[config.mk]
export PLATFORM = sky130hd
export DESIGN_NAME = inert_spi_seq
export DESIGN_NICKNAME = d
export VERILOG_FILES = /design/src/rtl/inert_pkg.sv /design/src/rtl/sync2.sv /design/src/rtl/inert_spi_seq.sv
export SDC_FILE = /design/constraint.sdc
export NUM_CORES = 1
export LEC_CHECK = 0
export ABC_AREA = 1
export BUFFER_PORTS_ARGS = -buffer_cell sky130_fd_sc_hd__clkbuf_2
export CAP_MARGIN = 20
export CORE_ASPECT_RATIO = 0.6
export CORE_MARGIN = 4
export CORE_UTILIZATION = 35
export CTS_BUF_LIST = sky130_fd_sc_hd__clkbuf_8
export CTS_CLUSTER_DIAMETER = 30
export DETAILED_ROUTE_END_ITERATION = 12
export PLACE_DENSITY = 0.62
export SLEW_MARGIN = 10
export SYNTH_ARGS = -nofsm -noshare
export SYNTH_HDL_FRONTEND = slang
export SYNTH_HIERARCHICAL = 1
export SYNTH_SLANG_ARGS = --single-unit
[constraint.sdc]
create_clock -name clk -period 2.15 [get_ports clk]
set_clock_uncertainty 0.1 [all_clocks]
set_input_delay 0.43 -clock clk [delete_from_list [all_inputs] [get_ports clk]]
set_output_delay 0.43 -clock clk [all_outputs]
set_load 0.1 [all_outputs]
[src/rtl/inert_pkg.sv]
// inert_pkg: sequencer state encoding and iNEMO gyro command words.
package inert_pkg;

    typedef enum logic [3:0] {
        PWR, CFG1, CFG2, CFG3, IDLE, RDL, RDH, VLD, HOLD
    } seq_state_t;

    localparam logic [15:0] CMD_INT_EN   = 16'h0D02;
    localparam logic [15:0] CMD_GYRO_ODR = 16'h1160;
    localparam logic [15:0] CMD_ROUND    = 16'h1440;
    localparam logic [15:0] CMD_YAWL     = 16'hA600;
    localparam logic [15:0] CMD_YAWH     = 16'hA700;

endpackage

[src/rtl/sync2.sv]
// sync2: two-flop synchronizer with asynchronous reset to 0.
module sync2 (
    input  logic clk,
    input  logic rst_n,
    input  logic d,
    output logic q
);

    logic ff1_q;

    always_ff @(posedge clk or negedge rst_n) begin
        if (!rst_n) begin
            ff1_q <= 1'b0;
            q     <= 1'b0;
        end else begin
            ff1_q <= d;
            q     <= ff1_q;
        end
    end

endmodule

[src/rtl/inert_spi_seq.sv]
// inert_spi_seq: gyro power-up/config sequencer and interrupt-driven yaw-rate reader
// driving the SPI monarch wrt/cmd handshake.
module inert_spi_seq
    import inert_pkg::*;
#(
    parameter int PWR_W    = 16,
    parameter int HOLD_CYC = 3
) (
    input  logic        clk,
    input  logic        rst_n,
    input  logic        INT,
    input  logic        done,
    input  logic [15:0] rd_data,
    output logic        wrt,
    output logic [15:0] cmd,
    output logic [15:0] yaw_rt,
    output logic        vld,
    output logic        setup_done
);

    localparam int HW = $clog2(HOLD_CYC + 1);

    seq_state_t       state_q, state_d;
    logic [PWR_W-1:0] tmr_q, tmr_d;
    logic [HW-1:0]    hold_q, hold_d;
    logic [7:0]       lo_q, lo_d;
    logic [15:0]      cmd_q, cmd_d, yaw_q, yaw_d;
    logic             wrt_q, wrt_d, vld_q, vld_d, setup_q, setup_d;
    logic             int_ff2, fin, unused_hi;

    sync2 u_int_sync (.clk(clk), .rst_n(rst_n), .d(INT), .q(int_ff2));

    // a done that coincides with a fresh wrt belongs to the previous transfer
    assign fin       = done && !wrt_q;
    assign unused_hi = ^rd_data[15:8];

    always_comb begin
        state_d = state_q;
        tmr_d   = tmr_q;
        hold_d  = hold_q;
        lo_d    = lo_q;
        cmd_d   = cmd_q;
        yaw_d   = yaw_q;
        setup_d = setup_q;
        wrt_d   = 1'b0;
        vld_d   = 1'b0;
        case (state_q)
            PWR: begin
                tmr_d = tmr_q + 1'b1;
                if (&tmr_d) begin
                    wrt_d   = 1'b1;
                    cmd_d   = CMD_INT_EN;
                    state_d = CFG1;
                end
            end
            CFG1: if (fin) begin
                wrt_d   = 1'b1;
                cmd_d   = CMD_GYRO_ODR;
                state_d = CFG2;
            end
            CFG2: if (fin) begin
                wrt_d   = 1'b1;
                cmd_d   = CMD_ROUND;
                state_d = CFG3;
            end
            CFG3: if (fin) begin
                setup_d = 1'b1;
                state_d = IDLE;
            end
            IDLE: if (int_ff2) begin
                wrt_d   = 1'b1;
                cmd_d   = CMD_YAWL;
                state_d = RDL;
            end
            RDL: if (fin) begin
                lo_d    = rd_data[7:0];
                wrt_d   = 1'b1;
                cmd_d   = CMD_YAWH;
                state_d = RDH;
            end
            RDH: if (fin) begin
                yaw_d   = {rd_data[7:0], lo_q};
                vld_d   = 1'b1;
                state_d = VLD;
            end
            VLD: begin
                hold_d  = HW'(HOLD_CYC);
                state_d = HOLD;
            end
            HOLD: begin
                // masks INT while its deassertion crawls through the synchronizer
                if (hold_q <= HW'(1)) state_d = IDLE;
                else hold_d = hold_q - 1'b1;
            end
            default: state_d = PWR;
        endcase
    end

    always_ff @(posedge clk or negedge rst_n) begin
        if (!rst_n) begin
            state_q <= PWR;
            tmr_q   <= '0;
            hold_q  <= '0;
            lo_q    <= '0;
            cmd_q   <= '0;
            yaw_q   <= '0;
            wrt_q   <= 1'b0;
            vld_q   <= 1'b0;
            setup_q <= 1'b0;
        end else begin
            state_q <= state_d;
            tmr_q   <= tmr_d;
            hold_q  <= hold_d;
            lo_q    <= lo_d;
            cmd_q   <= cmd_d;
            yaw_q   <= yaw_d;
            wrt_q   <= wrt_d;
            vld_q   <= vld_d;
            setup_q <= setup_d;
        end
    end

    assign wrt        = wrt_q;
    assign cmd        = cmd_q;
    assign yaw_rt     = yaw_q;
    assign vld        = vld_q;
    assign setup_done = setup_q;

endmodule

==> out/qor.yml <==
area_growth_pct: 21.6
seq_area_um2: 1430
routed_wl_um: 6400
io_pins: 55
pre_cts_ws_ps: 125
antenna_cells: 0
fin_crit_ps: 2030
cts_buffers: 9
die-area_um2: 9760
netlist_area_um2: 2870
fp.coreArea_um2: 7910
timing.final.ws_setup_ps: 125
grt_pass1_wl_um: 11100
dpl.cell_count: 510
crit_start: "tmr_q[1]$_DFFE_PN0P_"
synth_top_family_by_area: "simple AND/OR/NAND/NOR gates"
cts-htree-levels: 3
vias_per_cell: 4.51
clk_latency_ps: 340
postRouteAntennaNets: 0
synth.most_common_cell: "nand2_1"
initial_core_util: 0.363
cp-endpoint: "cmd[8]$_DFFE_PN0P_"
synth_top_cell_by_area: "dfrtp_1"
setup_violations: 0
fin_tns_setup_ps: 0
clockRootBuffer: "clkbuf_8"
maxCapViolations: 0
grt_overflow: 0
cts_tree: "done"
yosysWarnings: 6
hold_path_class: "in -> reg"
yosys.area_share.simple: 0.303
r2r_cells: 14
clkPwrFrac: 0.436
wl_per_cell_um: 12.1
max_freq_mhz: 494
synth_edf_count: 0
synth_mux_area_frac: 0
netlist_top_cells_count: "nand2_1, dfrtp_1, inv_1, o21ai_0, nor2_1"
r2r_start: "tmr_q[1]$_DFFE_PN0P_"
synth_cell_types: 26
p_sw_mw: 0.577
clockBufferDepth: 2
min_from: "INT"
synth.area.top_cells: "dfrtp_1, nand2_1, o21ai_0"
fin_cells: 527
io_buffers: 40
crit_type: "reg -> reg"
first_global_vias: 2302
p_comb_frac: 0.083
grt_use_total: 0.142
async_flop_share: 1.00
gp_congestion: 0.854
route.detailed.drc: 0
synth-seq-cells: 57
worstPathArrival_ps: 2160
drive_above_1_share: 0.241
leakage_nw: 1.78
rows: 25
synth_top_area_frac: 0.497
drt_iter0_markers: 175
cp-start-kind: "register"
rsz0062_at_grt: "yes"
firstDrtPassIters: 4
sw_frac_of_total: 0.254
synth-adder-area-share: 0.0131
cts.sinks: 57
worstPathRequired_ps: 2280
dpl_cell_area_um2: 3180
r2r_end: "cmd[8]$_DFFE_PN0P_"
power_mw: 2.27
pwr-share-seq: 0.481
fillers: 783
p_int_mw: 1.69
status: "completed"
post-route-period-util: 0.942
antenna_found_initial: 0
syn_avg_cell_area_um2: 7.82
finalHoldViolCount: 0
synth_top_flop_cell: "dfrtp_1"
vdd_drop_max_mv: 0.396
endpoint_kind: "register"
final_cell_area_um2: 3490
worst_pin_slew_ps: 667
hold_ws_ps: 101
synth_compound_area_frac: 0.0842
via_count: 2377
multi_input_area_um2: 1280
finalNetCount: 438
slew_headroom: 0.555
die_h_um: 78.1
maxSlewViolCount: 0
power.density_nw_per_um2: 650
synth-xor-area-share: 0.00611
crit_fanout: 8
die_w_um: 125
grt_max_degree: 58
r2r_slack_ps: 120
yosysSeqAreaShare: 0.497
synthCells: 367
clk_pin_slew_ps: 60
final_util: 0.441
hpwlAfterDp_um: 4670
[power by group through the flow]
stage | sequential, mW | clock, mW | combinational [mW]
after floorplan | 1.18 | 0 | 0.0748
after global placement | 1.11 | 0 | 0.187
after detailed placement | 1.11 | 0 | 0.188
after CTS | 1.09 | 1.02 | 0.190
after global routing | 1.09 | 1.07 | 0.200
final | 1.09 | 0.990 | 0.187
[repair_timing]
item	in CTS	in global routing
hold buffers	1	0
endpoints found under the hold margin	10	0
endpoints found under the setup margin	0	9
buffers inserted	0	1
resized for setup	0	28
[critical path, stage by stage, from the launching register on]
cell and delay [ps]:
dfrtp_1 400, buf_6 130, nand2_4 50, nor2_4 210, nand2_4 90, nand2_2 80
nand2_2 60, nor2_2 100, nand2_1 70, nor2_2 150, nand3_2 100, nand2_4 160
nand2_8 90, nand2_4 90, nand2_2 40
[layout by cell type (no fill, tap or decap), types with 11 or more instances in the layout]
master	netlist	layout
clkbuf_2	0	40
inv_1	46	46
nand3_1	18	17
o21ai_0	35	35
dfrtp_1	57	56
nand2_1	125	116
nor2_2	6	11
clkbuf_8	0	11
nor2_1	24	17
nand2_2	6	12
[cells by family after synthesis]
logic type | count (synthesis)
AND/OR/NAND/NOR | 197
flip-flops | 57
buffers and inverters | 62
AO/OA/AOI/OAI | 45
adder cells (fa/ha/maj) | 3
other | 1
XOR/XNOR | 2
[per-layer routing]
layer  wire (um)  GRT usage  part of all wire  up-vias
met5           0          0                 0        -
met3         328     0.0510             0.051        4
met4          48     0.0390            0.0075        0
met1        3310      0.210              0.52     1099
li1            -          -                 -     1228
met2        2710      0.195              0.42       46
[how the worst min path moves through the flow]
| stage | slack [ps] | cells after the start | endpoint |
|---|---|---|---|
| global placement | 230 | 0 | u_int_sync/q$_DFF_PN0_ |
| CTS | 80 | 1 | u_int_sync/ff1_q$_DFF_PN0_ |
| global route | 90 | 1 | u_int_sync/ff1_q$_DFF_PN0_ |
| detailed placement | 240 | 0 | u_int_sync/q$_DFF_PN0_ |
| finish | 100 | 1 | u_int_sync/ff1_q$_DFF_PN0_ |
| floorplan | 30 | 0 | cmd[10]$_DFFE_PN0P_ |
[cell type report]
cell class,instances,area share
clock inverter,4,0.0125
inverter,46,0.0495
multi-input combinational,253,0.367
timing repair buffer,48,0.0800
tap,108,0.0387
clock buffer,11,0.0434
sequential,57,0.409
[state kept, by name, summed over array words and instances (netlist names)]
signal            count
state_q               4
yaw_rt               16
lo_q                  8
cmd                   6
tmr_q                16
setup_done            1
wrt                   1
vld                   1
hold_q                2
u_int_sync/q          1
u_int_sync/ff1_q      1
No activity file was read; power rests on OpenSTA's default activity.
